<file path="src/rtl/frac_div_pkg.sv">
// Shared types and helpers for the fractional clock-divider scheduler.
//   INT_W / FRAC_W  : widths of the integer part and of the fraction num/den
//   cfg_t           : one divide ratio N + num/den
//   cfg_legal()     : N >= 2, den >= 1, num < den
//   state_t         : scheduler FSM states
package frac_div_pkg;

  localparam int INT_W       = 8;
  localparam int FRAC_W      = 4;
  localparam int DEF_RST_INT = 2;

  typedef struct packed {
    logic [INT_W-1:0]  int_part;
    logic [FRAC_W-1:0] num;
    logic [FRAC_W-1:0] den;
  } cfg_t;

  typedef enum logic [1:0] {
    IDLE,
    RUN,
    DRAIN
  } state_t;

  function automatic logic cfg_legal(input cfg_t c);
    return (c.int_part >= INT_W'(2)) && (c.den != '0) && (c.num < c.den);
  endfunction

endpackage

</file>
<file path="src/rtl/frac_div_phase_acc.sv">
// Bresenham phase accumulator: decides whether the period that starts now is
// long (N+1) or short (N), and advances the residue when a period starts.
//   clk, rst_n : clock, async active-low reset
//   load_zero  : treat the residue as 0 for this decision and clear it
//   step       : a period starts this cycle, commit the new residue
//   num, den   : fraction of the ratio in force for the starting period
//   long_next  : the starting period is N+1 cycles
//   acc        : current residue, always < den
module frac_div_phase_acc
  import frac_div_pkg::*;
(
  input  logic              clk,
  input  logic              rst_n,
  input  logic              load_zero,
  input  logic              step,
  input  logic [FRAC_W-1:0] num,
  input  logic [FRAC_W-1:0] den,
  output logic              long_next,
  output logic [FRAC_W-1:0] acc
);

  // One extra bit so acc + num cannot wrap before the compare.
  logic [FRAC_W:0] base;
  logic [FRAC_W:0] sum;
  logic [FRAC_W:0] acc_nxt;

  assign base      = load_zero ? '0 : {1'b0, acc};
  assign sum       = base + {1'b0, num};
  assign long_next = (sum >= {1'b0, den});
  assign acc_nxt   = long_next ? (sum - {1'b0, den}) : sum;

  always_ff @(posedge clk or negedge rst_n) begin
    if (!rst_n) begin
      acc <= '0;
    end else if (step) begin
      // NOTE: non-blocking for every register so all flops see pre-edge values.
      acc <= FRAC_W'(acc_nxt);
    end else if (load_zero) begin
      acc <= '0;
    end
  end

endmodule

</file>
<file path="src/rtl/frac_div_sched.sv">
// Fractional clock-divider scheduler: emits periods of N or N+1 input cycles
// so the average period is N + num/den. Ratios arrive over valid/ready and
// only take effect at period boundaries, so div_clk never glitches.
//   clk, rst_n            : clock, async active-low reset
//   en                    : run request (level)
//   cfg_valid / cfg_ready : config handshake
//   cfg_int/num/den       : offered ratio N + num/den
//   cfg_err               : one-cycle pulse, offered ratio was illegal and dropped
//   div_clk               : divided clock, low for the first ceil(P/2) cycles
//   div_tick              : pulse in the last cycle of each period
//   period_long           : current period is N+1 cycles
//   active                : a period is in progress
module frac_div_sched
  import frac_div_pkg::*;
#(
  parameter int RST_INT = DEF_RST_INT
) (
  input  logic              clk,
  input  logic              rst_n,
  input  logic              en,
  input  logic              cfg_valid,
  output logic              cfg_ready,
  input  logic [INT_W-1:0]  cfg_int,
  input  logic [FRAC_W-1:0] cfg_num,
  input  logic [FRAC_W-1:0] cfg_den,
  output logic              cfg_err,
  output logic              div_clk,
  output logic              div_tick,
  output logic              period_long,
  output logic              active
);

  localparam int   CNT_W     = INT_W + 1;  // P = 2^INT_W must be representable
  localparam cfg_t RESET_CFG = '{int_part: INT_W'(RST_INT), num: '0, den: FRAC_W'(1)};

  state_t           state, state_nxt;
  cfg_t             cur_cfg, shadow_cfg, cfg_in, eff_cfg;
  logic             pending;
  logic [CNT_W-1:0] cnt, cnt_nxt, plen, plen_nxt, p_next, half;
  logic             div_clk_nxt, div_tick_nxt, period_long_nxt;
  logic             is_idle, xfer, xfer_ok, boundary, start_new, apply, load_zero;
  logic             long_next;
  logic [FRAC_W-1:0] phase_acc;

  assign cfg_in    = '{int_part: cfg_int, num: cfg_num, den: cfg_den};
  assign cfg_ready = ~pending;
  assign is_idle   = (state == IDLE);
  assign active    = ~is_idle;
  assign xfer      = cfg_valid & cfg_ready;
  assign xfer_ok   = xfer & cfg_legal(cfg_in);
  assign boundary  = ~is_idle && (cnt == plen - CNT_W'(1));
  assign start_new = en & (is_idle | boundary);
  // A shadow loaded on a stopping boundary is still waiting once idle; it is
  // applied right away there so it is never stranded.
  assign apply     = pending & (is_idle | boundary);
  assign load_zero = is_idle | apply;

  // Ratio in force for a period starting this cycle.
  always_comb begin
    eff_cfg = cur_cfg;
    if (apply)                  eff_cfg = shadow_cfg;
    else if (is_idle && xfer_ok) eff_cfg = cfg_in;
  end

  frac_div_phase_acc u_phase_acc (
    .clk       (clk),
    .rst_n     (rst_n),
    .load_zero (load_zero),
    .step      (start_new),
    .num       (eff_cfg.num),
    .den       (eff_cfg.den),
    .long_next (long_next),
    .acc       (phase_acc)
  );

  assign p_next = {1'b0, eff_cfg.int_part} + (long_next ? CNT_W'(1) : CNT_W'(0));
  assign half   = (plen + CNT_W'(1)) >> 1;  // ceil(P/2)

  always_comb begin
    // NOTE: every output of this block gets a default first, so no latches.
    state_nxt       = state;
    cnt_nxt         = cnt;
    plen_nxt        = plen;
    div_clk_nxt     = div_clk;
    div_tick_nxt    = 1'b0;
    period_long_nxt = period_long;

    case (state)
      IDLE:    if (en)  state_nxt = RUN;
      RUN:     if (!en) state_nxt = DRAIN;
      DRAIN:   if (en)  state_nxt = RUN;
      default: state_nxt = IDLE;
    endcase
    // Only en at the boundary decides whether another period follows.
    if (boundary) state_nxt = en ? RUN : IDLE;

    if (start_new) begin
      cnt_nxt         = '0;
      plen_nxt        = p_next;
      period_long_nxt = long_next;
      div_clk_nxt     = 1'b0;   // k=0 is always in the low half for P >= 2
    end else if (boundary) begin
      cnt_nxt         = '0;
      period_long_nxt = 1'b0;
      div_clk_nxt     = 1'b0;
    end else if (!is_idle) begin
      cnt_nxt      = cnt + CNT_W'(1);
      div_clk_nxt  = (cnt_nxt >= half);
      div_tick_nxt = (cnt_nxt == plen - CNT_W'(1));
    end
  end

  always_ff @(posedge clk or negedge rst_n) begin
    if (!rst_n) begin
      // NOTE: config and shadow registers are reset as well, so the first
      // period after reset is well defined without waiting for a handshake.
      state       <= IDLE;
      cnt         <= '0;
      plen        <= '0;
      div_clk     <= 1'b0;
      div_tick    <= 1'b0;
      period_long <= 1'b0;
      cfg_err     <= 1'b0;
      pending     <= 1'b0;
      cur_cfg     <= RESET_CFG;
      shadow_cfg  <= RESET_CFG;
    end else begin
      state       <= state_nxt;
      cnt         <= cnt_nxt;
      plen        <= plen_nxt;
      div_clk     <= div_clk_nxt;
      div_tick    <= div_tick_nxt;
      period_long <= period_long_nxt;
      cfg_err     <= xfer & ~cfg_legal(cfg_in);

      if (apply) begin
        cur_cfg <= shadow_cfg;
        pending <= 1'b0;
      end else if (is_idle && xfer_ok) begin
        cur_cfg <= cfg_in;
      end else if (xfer_ok) begin
        shadow_cfg <= cfg_in;
        pending    <= 1'b1;
      end
    end
  end

  // The residue is always a proper remainder of the ratio in force.
  assert property (@(posedge clk) disable iff (!rst_n) phase_acc < cur_cfg.den);

endmodule

</file>
<file path="config.mk">
export PLATFORM = sky130hd
export DESIGN_NAME = frac_div_sched
export DESIGN_NICKNAME = d
export VERILOG_FILES = /design/src/rtl/frac_div_pkg.sv /design/src/rtl/frac_div_phase_acc.sv /design/src/rtl/frac_div_sched.sv
export SDC_FILE = /design/constraint.sdc
export NUM_CORES = 1
export LEC_CHECK = 0
export ABC_AREA = 1
export BUFFER_PORTS_ARGS = -buffer_cell sky130_fd_sc_hd__buf_2
export CELL_PAD_IN_SITES_DETAIL_PLACEMENT = 1
export CELL_PAD_IN_SITES_GLOBAL_PLACEMENT = 1
export CORE_AREA = 2 2 98 100
export CTS_CLUSTER_DIAMETER = 30
export DETAILED_ROUTE_END_ITERATION = 7
export DIE_AREA = 0 0 100 102
export GPL_TIMING_DRIVEN = 0
export PLACE_DENSITY = 0.79
export SYNTH_ARGS = -nofsm -noshare
export SYNTH_HDL_FRONTEND = slang
export SYNTH_SLANG_ARGS = --single-unit
</file>
<file path="constraint.sdc">
create_clock -name clk -period 6.55 [get_ports clk]
set_clock_uncertainty 0.2 [all_clocks]
set_input_delay 1.6375 -clock clk [delete_from_list [all_inputs] [get_ports clk]]
set_output_delay 1.6375 -clock clk [all_outputs]
set_load 0.02 [all_outputs]
</file>
==> results_dict.tcl, run 1 <==
set metrics [dict create \
    seq_area_frac_synth_pct 37.9 \
    power_leakage_nw 2.27 \
    synth_enable_flop_cells 0 \
    seq_area_mm2 0.00153 \
    synth_fa_ha_area_share_pct 8.42 \
    cp_slowest_cell "ha_1" \
    fin_crit_ns 6.03 \
    ctsResizeCount 0 \
    start_kind "input pin" \
    synthTopCellsByArea "dfrtp_1, nand2_1, ha_1, inv_1, nand3_1" \
    finalSetupViolations 0 \
    rsz0062_at_grt "no" \
    viasPerCell 5.27 \
    r2r-end "plen[4]" \
    synth_top_family_by_area "simple AND/OR/NAND/NOR gates" \
    numCtsBuffers 9 \
    clock_latency_ns 0.35 \
    crit_path_frequent_cell "nand3_1" \
    ios 26 \
    critical_path_class "input pin to flop" \
    routed-via-count 3487 \
    rows 35 \
    drt-total-wl_mm 10.5 \
    p_per_area_mw_per_mm2 519 \
    synthSimpleGateAreaFrac_pct 27.6 \
    r2r_slack_ns 0.97 \
    antenna_found_initial 0 \
    clkTransAtPathRegs_ns 0.08 \
    fp.coreArea_mm2 0.00911 \
    h-tree-depth 3 \
    r2r-start "plen[0]" \
    crit_required_ns 6.61 \
    syn_area_per_cell_um2 7.94 \
    initial_utilization_pct 44.4 \
    dr.pass1.iters 4 \
    async_flop_share_pct 100 \
    max_freq_ghz 0.166 \
    synth_xor_area_share_pct 6.00 \
    areaGrowthSynthToFinish_pct 12.5 \
    grt_usage_pct 23.1 \
    gp_congestion 0.816 \
    synth_warnings 0 \
    diodes 0 \
    synth-main-ff-cell "dfrtp_1" \
    dp_hpwl_mm 8.03 \
    ant_nets 0 \
    syn-num-nets 555 \
    status "finished clean" \
    grt_pass1_vias 3751 \
    crit_path_max_fanout 10 \
    postCtsHoldBufs 0 \
    io_buffers 25 \
    synth_cells 509 \
    hold_viol 0 \
    yosysTopAreaCellShare_pct 35.3 \
    hp-start "state[1]" \
    hold_class "flop to flop" \
    fin_crit_sh_pct 92.1 \
    cts_buffer_depth 2 \
    hold_ws_ns 0.275 \
    synth_cell_types 41 \
    grt-ovfl-total 0 \
    final_util_pct 49.9 \
    crit_buf_inv 7 \
    holdPathStages 1 \
    yosysTopAreaCell "dfrtp_1" \
    slew_headroom_pct 47.0 \
    drive_gt1_share_pct 17.4 \
    cts_tree "built" \
    crit_arrival_ns 6.10 \
    slew_viol_final 0 \
    fill_cells 1147 \
    post-place-ws_ns 0.0879 \
    grt_pass1_wl_mm 18.3 \
    cts-root-buf "clkbuf_8" \
    setup_tns_ns 0 \
    cap_viol_max_count 0 \
    hold_end "state[1]" \
    die_w_um 100 \
    synth_area_mm2 0.00404 \
    total_power_mw 2.36 \
    remaining_drc_errors 0 \
    wl_per_cell_um 15.9 \
    synth_seq_cells 61 \
    synth.area.mux_share_pct 0 \
    post_cts_buffers 0 \
    worst_slew_pin_slew_ns 0.794 \
    cts_num_sinks 61 \
    critPathMaxStageDelay_ns 0.39 \
    die_h_um 102 \
    nets 593 \
    rr_worst_depth 33 \
    synth_compound_area_share_pct 10.5 \
    ir_drop_mv 0.225 \
    cp-end-kind "flop" \
    cp_top_family "simple AND/OR/NAND/NOR gates" \
    die-area_mm2 0.0102 \
    multi_input_area_mm2 0.00212 \
    setup_ws_ns 0.515 \
    grt_max_degree 62 \
    drt_iter0_drc 72 \
]
-- registers in the layout (all words and copies together), names as in the netlist --
register,count
cnt,9
cur_cfg,16
pending,1
div_tick,1
shadow_cfg,16
cfg_err,1
u_phase_acc.acc,4
plen,9
period_long,1
state,2
div_clk,1
-- worst register-to-register path, delay by kind of cell (launching register included) --
kind / cells / cell delay [ns]
adder cells (fa/ha/maj): 5 / 1.39
AND/OR/NAND/NOR: 19 / 2.39
flip-flops: 1 / 0.38
XOR/XNOR: 1 / 0.26
buffers and inverters: 7 / 0.79
AO/OA/AOI/OAI: 1 / 0.08
-- per-stage QoR --
step           instance area, um2  std cells
3_3_place_gp                 4310        645
2_1_floorplan                4040        509
5_1_grt                      4550        662
6_report                     4550        662
4_1_cts                      4530        660
3_5_place_dp                 4310        645
-- cell usage after synthesis, types with 2 or more instances --
master,instances
o211ai_1,5
inv_1,71
a31oi_1,2
nand2_2,10
dfstp_2,4
a211oi_1,2
o21ai_1,3
o221ai_1,4
nand3_1,34
nor2_4,5
inv_2,6
buf_2,6
nand4_1,7
nor2_1,32
buf_6,3
ha_1,24
dfrtp_1,57
nor3_1,4
o21bai_1,2
o21ai_0,33
fa_1,2
xor2_2,2
o22ai_1,7
xnor2_1,8
nand3_4,2
xor2_1,16
nand2_1,125
nor4_1,2
a21oi_1,8
nand3_2,2
nor2_2,6
nand2_4,6
-- routing by layer --
metal	vias up	part of all wire (%)	track usage, %
met5	-	0	0
met4	0	1.8	6.85
met3	15	2.7	3.97
met2	46	49	40.7
met1	1706	46	29.2
li1	1720	-	-
-- cell usage in the layout, fill, tap and decap left out, drive strengths merged, types with 2 or more instances in the layout --
cell,instances
nor4,2
nand2,141
nand4,7
a21oi,8
nor3,4
inv,77
ha,24
bufinv,2
clkbuf,13
o221ai,4
nor2,43
nand3,38
xnor2,8
clkinv,3
a211oi,2
dfrtp,57
a31oi,2
o21bai,2
xor2,18
buf,37
dfstp,4
fa,2
o21ai,36
o22ai,8
o211ai,5
-- worst max-delay path by stage --
stage                     from      end  slack, ns  depth (start not counted)
floorplan           cfg_den[1]  plen[2]       0.94                         30
global placement    cfg_den[1]  plen[2]       0.18                         29
detailed placement  cfg_den[1]  plen[2]       0.09                         29
CTS                 cfg_den[1]  plen[4]       0.37                         31
global route        cfg_den[1]  plen[4]       0.08                         29
finish              cfg_den[1]  plen[4]       0.52                         31
-- layout make-up --
type	count	share of cell area (%)
Tap cell	111	3.05
Sequential cell	61	33.7
Clock buffer	12	3.41
Timing Repair Buffer	27	3.14
Multi-Input combinational cell	358	46.7
Inverter	79	6.63
Clock inverter	3	1.51
Buffer	11	1.93
-- cells by family (layout without fill, tap and decap cells) --
family / Yosys count / in the layout
flip-flops: 61 / 61
XOR/XNOR: 26 / 26
AO/OA/AOI/OAI: 71 / 71
adder cells (fa/ha/maj): 26 / 26
buffers and inverters: 90 / 132
AND/OR/NAND/NOR: 235 / 235
-- power breakdown --
part	total (mW)	switching (mW)	internal, mW
sequential	0.623	0.0940	0.529
clock	0.393	0.159	0.234
combinational	1.35	0.849	0.498
total	2.36	1.10	1.26
No activity file was read; power rests on OpenSTA's default activity.
==> run 2: changes to the inputs <==
CORE_AREA = 2 2 103 105   (was 2 2 98 100)
DIE_AREA = 0 0 105 107   (was 0 0 100 102)
PLACE_DENSITY = 0.75   (was 0.79)
clock period = 5.05 ns   (was 6.55 ns; I/O delays follow)
==> run 2 against run 1 <==
Final cell count increased by 7.4%; sequential power increased by 32%; worst hold slack improved by 0.0098 ns; total power increased by 45%; global-route usage decreased by 1.6 points; die area increased by 10%; first-iteration DRC count increased by 47%; sequential share of layout area decreased by 3.4 points; wire length increased by 12%; register-to-register slack got worse by 0.76 ns; clock-buffer cell count decreased by 1; largest cell class unchanged; largest power group unchanged.
==> results_dict.tcl, run 2 (synthesis results as in run 1) <==
set metrics [dict create \
    status "finished clean" \
    antenna_found_initial 0 \
    cts_buffer_depth 2 \
    cp_top_family "adder cells" \
    finalSetupViolations 0 \
    worst_slew_pin_slew_ns 0.812 \
    cts_num_sinks 61 \
    dp_hpwl_mm 8.10 \
    clock_latency_ns 0.36 \
    power_switching_share_pct 46.9 \
    p_int_mw 1.81 \
    viasPerCell 5.07 \
    final_cell_mix "nand2_1, inv_1, dfrtp_1" \
    routed-via-count 3607 \
    cap_viol_max_count 0 \
    wl_per_cell_um 16.5 \
    p_clk_share_pct 13.9 \
    grt-ovfl-total 0 \
    nets 616 \
    h-tree-depth 3 \
    fill_cells 1259 \
    die_w_um 105 \
    io_buffers 25 \
    hold_viol 0 \
    ir_drop_mv 0.371 \
    crit_path_max_fanout 5 \
    clkTransAtPathRegs_ns 0.07 \
    drt_iter0_drc 106 \
    fin_crit_sh_pct 97.4 \
    grt_usage_pct 21.4 \
    grt_max_degree 62 \
    die-area_mm2 0.0112 \
    crit_buf_inv 6 \
    cp-end-kind "flop" \
    crit_required_ns 5.13 \
    areaGrowthSynthToFinish_pct 25.0 \
    hold_ws_ns 0.285 \
    numCtsBuffers 9 \
    rows 37 \
    reg.largest.list "cur_cfg: 16 flops, shadow_cfg: 16 flops" \
    gp_congestion 0.804 \
    fin_crit_ns 4.92 \
    ios 26 \
    hold_class "flop to flop" \
    diodes 0 \
    crit_path_frequent_cell "nand2_2" \
    initial_utilization_pct 40.1 \
    drt-total-wl_mm 11.8 \
    final_util_pct 50.1 \
    remaining_drc_errors 0 \
    postCtsHoldBufs 0 \
    cts-root-buf "clkbuf_8" \
    critical_path_class "input pin to flop" \
    cts_tree "built" \
    max_freq_ghz 0.203 \
    p_seq_share_pct 24.0 \
    final_common_cell "nand2_1" \
    cp_slowest_cell "fa_2" \
    start_kind "input pin" \
    p_switching_mw 1.60 \
    grt_pass1_vias 3846 \
    rsz0062_at_grt "yes" \
    power_leakage_nw 2.41 \
    drive_gt1_share_pct 28.0 \
    dr.pass1.iters 4 \
    slew_headroom_pct 45.9 \
    combPwrFrac_pct 62.1 \
    slew_viol_final 0 \
    ant_nets 0 \
    crit_arrival_ns 5.00 \
    die_h_um 107 \
    p_per_area_mw_per_mm2 676 \
    critPathMaxStageDelay_ns 0.58 \
    fp.coreArea_mm2 0.0101 \
    grt_pass1_wl_mm 18.9 \
]
==> run 2: cell types whose count changed in the layout (fill, tap and decap cells not counted), sizes merged <==
cell and delta:
buf +23, clkinv +2, clkbuf -1, clkinvlp +2, inv -1, bufinv -1
==> run 2: cell type report <==
type	count	area [um2]	share of cell area (%)
Clock buffer	11	151	2.99
Multi-Input combinational cell	358	2370	46.9
Timing Repair Buffer	50	332	6.56
Tap cell	136	170	3.37
Clock inverter	5	58.8	1.16
Inverter	79	334	6.61
Buffer	11	109	2.15
Sequential cell	61	1530	30.3
==> run 2: layer usage <==
| metal | GRT usage, % | routed length (um) | up-vias |
|---|---|---|---|
| li1 | - | - | 1768 |
| met1 | 27.8 | 5220 | 1796 |
| met2 | 37.0 | 6150 | 33 |
| met3 | 3.53 | 260 | 10 |
| met4 | 6.10 | 143 | 0 |
| met5 | 0 | 0 | - |
==> run 2: metrics by stage <==
step | total power [mW] | cell area [um2] | worst slack (ns) | std cells | setup TNS (ns)
after detailed placement | 2.51 | 4370 | -0.764 | 670 | -7.05
final | 3.42 | 5060 | 0.130 | 711 | 0
after global placement | 2.44 | 4370 | -0.649 | 670 | -5.24
after CTS | 3.16 | 4700 | 0.000470 | 690 | 0
after global routing | 3.73 | 5060 | -0.123 | 711 | -0.623
after floorplan | 2.09 | 4080 | 0.0112 | 509 | 0
==> run 2: power groups by stage <==
stage          logic (mW)  registers (mW)  clock network [mW]
2_1_floorplan        1.30           0.791                   0
3_3_place_gp         1.62           0.811                   0
3_5_place_dp         1.69           0.818                   0
4_1_cts              1.87           0.812               0.481
5_1_grt              2.39           0.843               0.502
6_report             2.12           0.820               0.476
==> run 2: what timing repair did <==
| action | in CTS | in global routing |
|---|---|---|
| gates cloned | 0 | 0 |
| setup endpoints to repair | 11 | 13 |
| gates resized for setup | 13 | 54 |
| pin swaps | 6 | 27 |
| setup buffers | 4 | 21 |
==> run 2: final timing paths <==
check                                 from                 end  slack [ns]  depth (start not counted)
worst min-delay path               div_clk             div_clk        0.29                          2
worst max-delay path            cfg_den[3]             plen[2]        0.13                         28
worst max register to register     plen[0]             plen[2]        0.21                         31
max in group asynchronous            rst_n  u_phase_acc.acc[1]        3.32                          1
worst min register to register     div_clk             div_clk        0.29                          2
min in group asynchronous            rst_n      shadow_cfg[12]        0.78                          1
==> run 2: worst min-delay path: cells and delay by family (launching register included) <==
kind / cells / cell delay (ns)
DFF: 1 / 0.35
and+or+nand+nor: 2 / 0.10
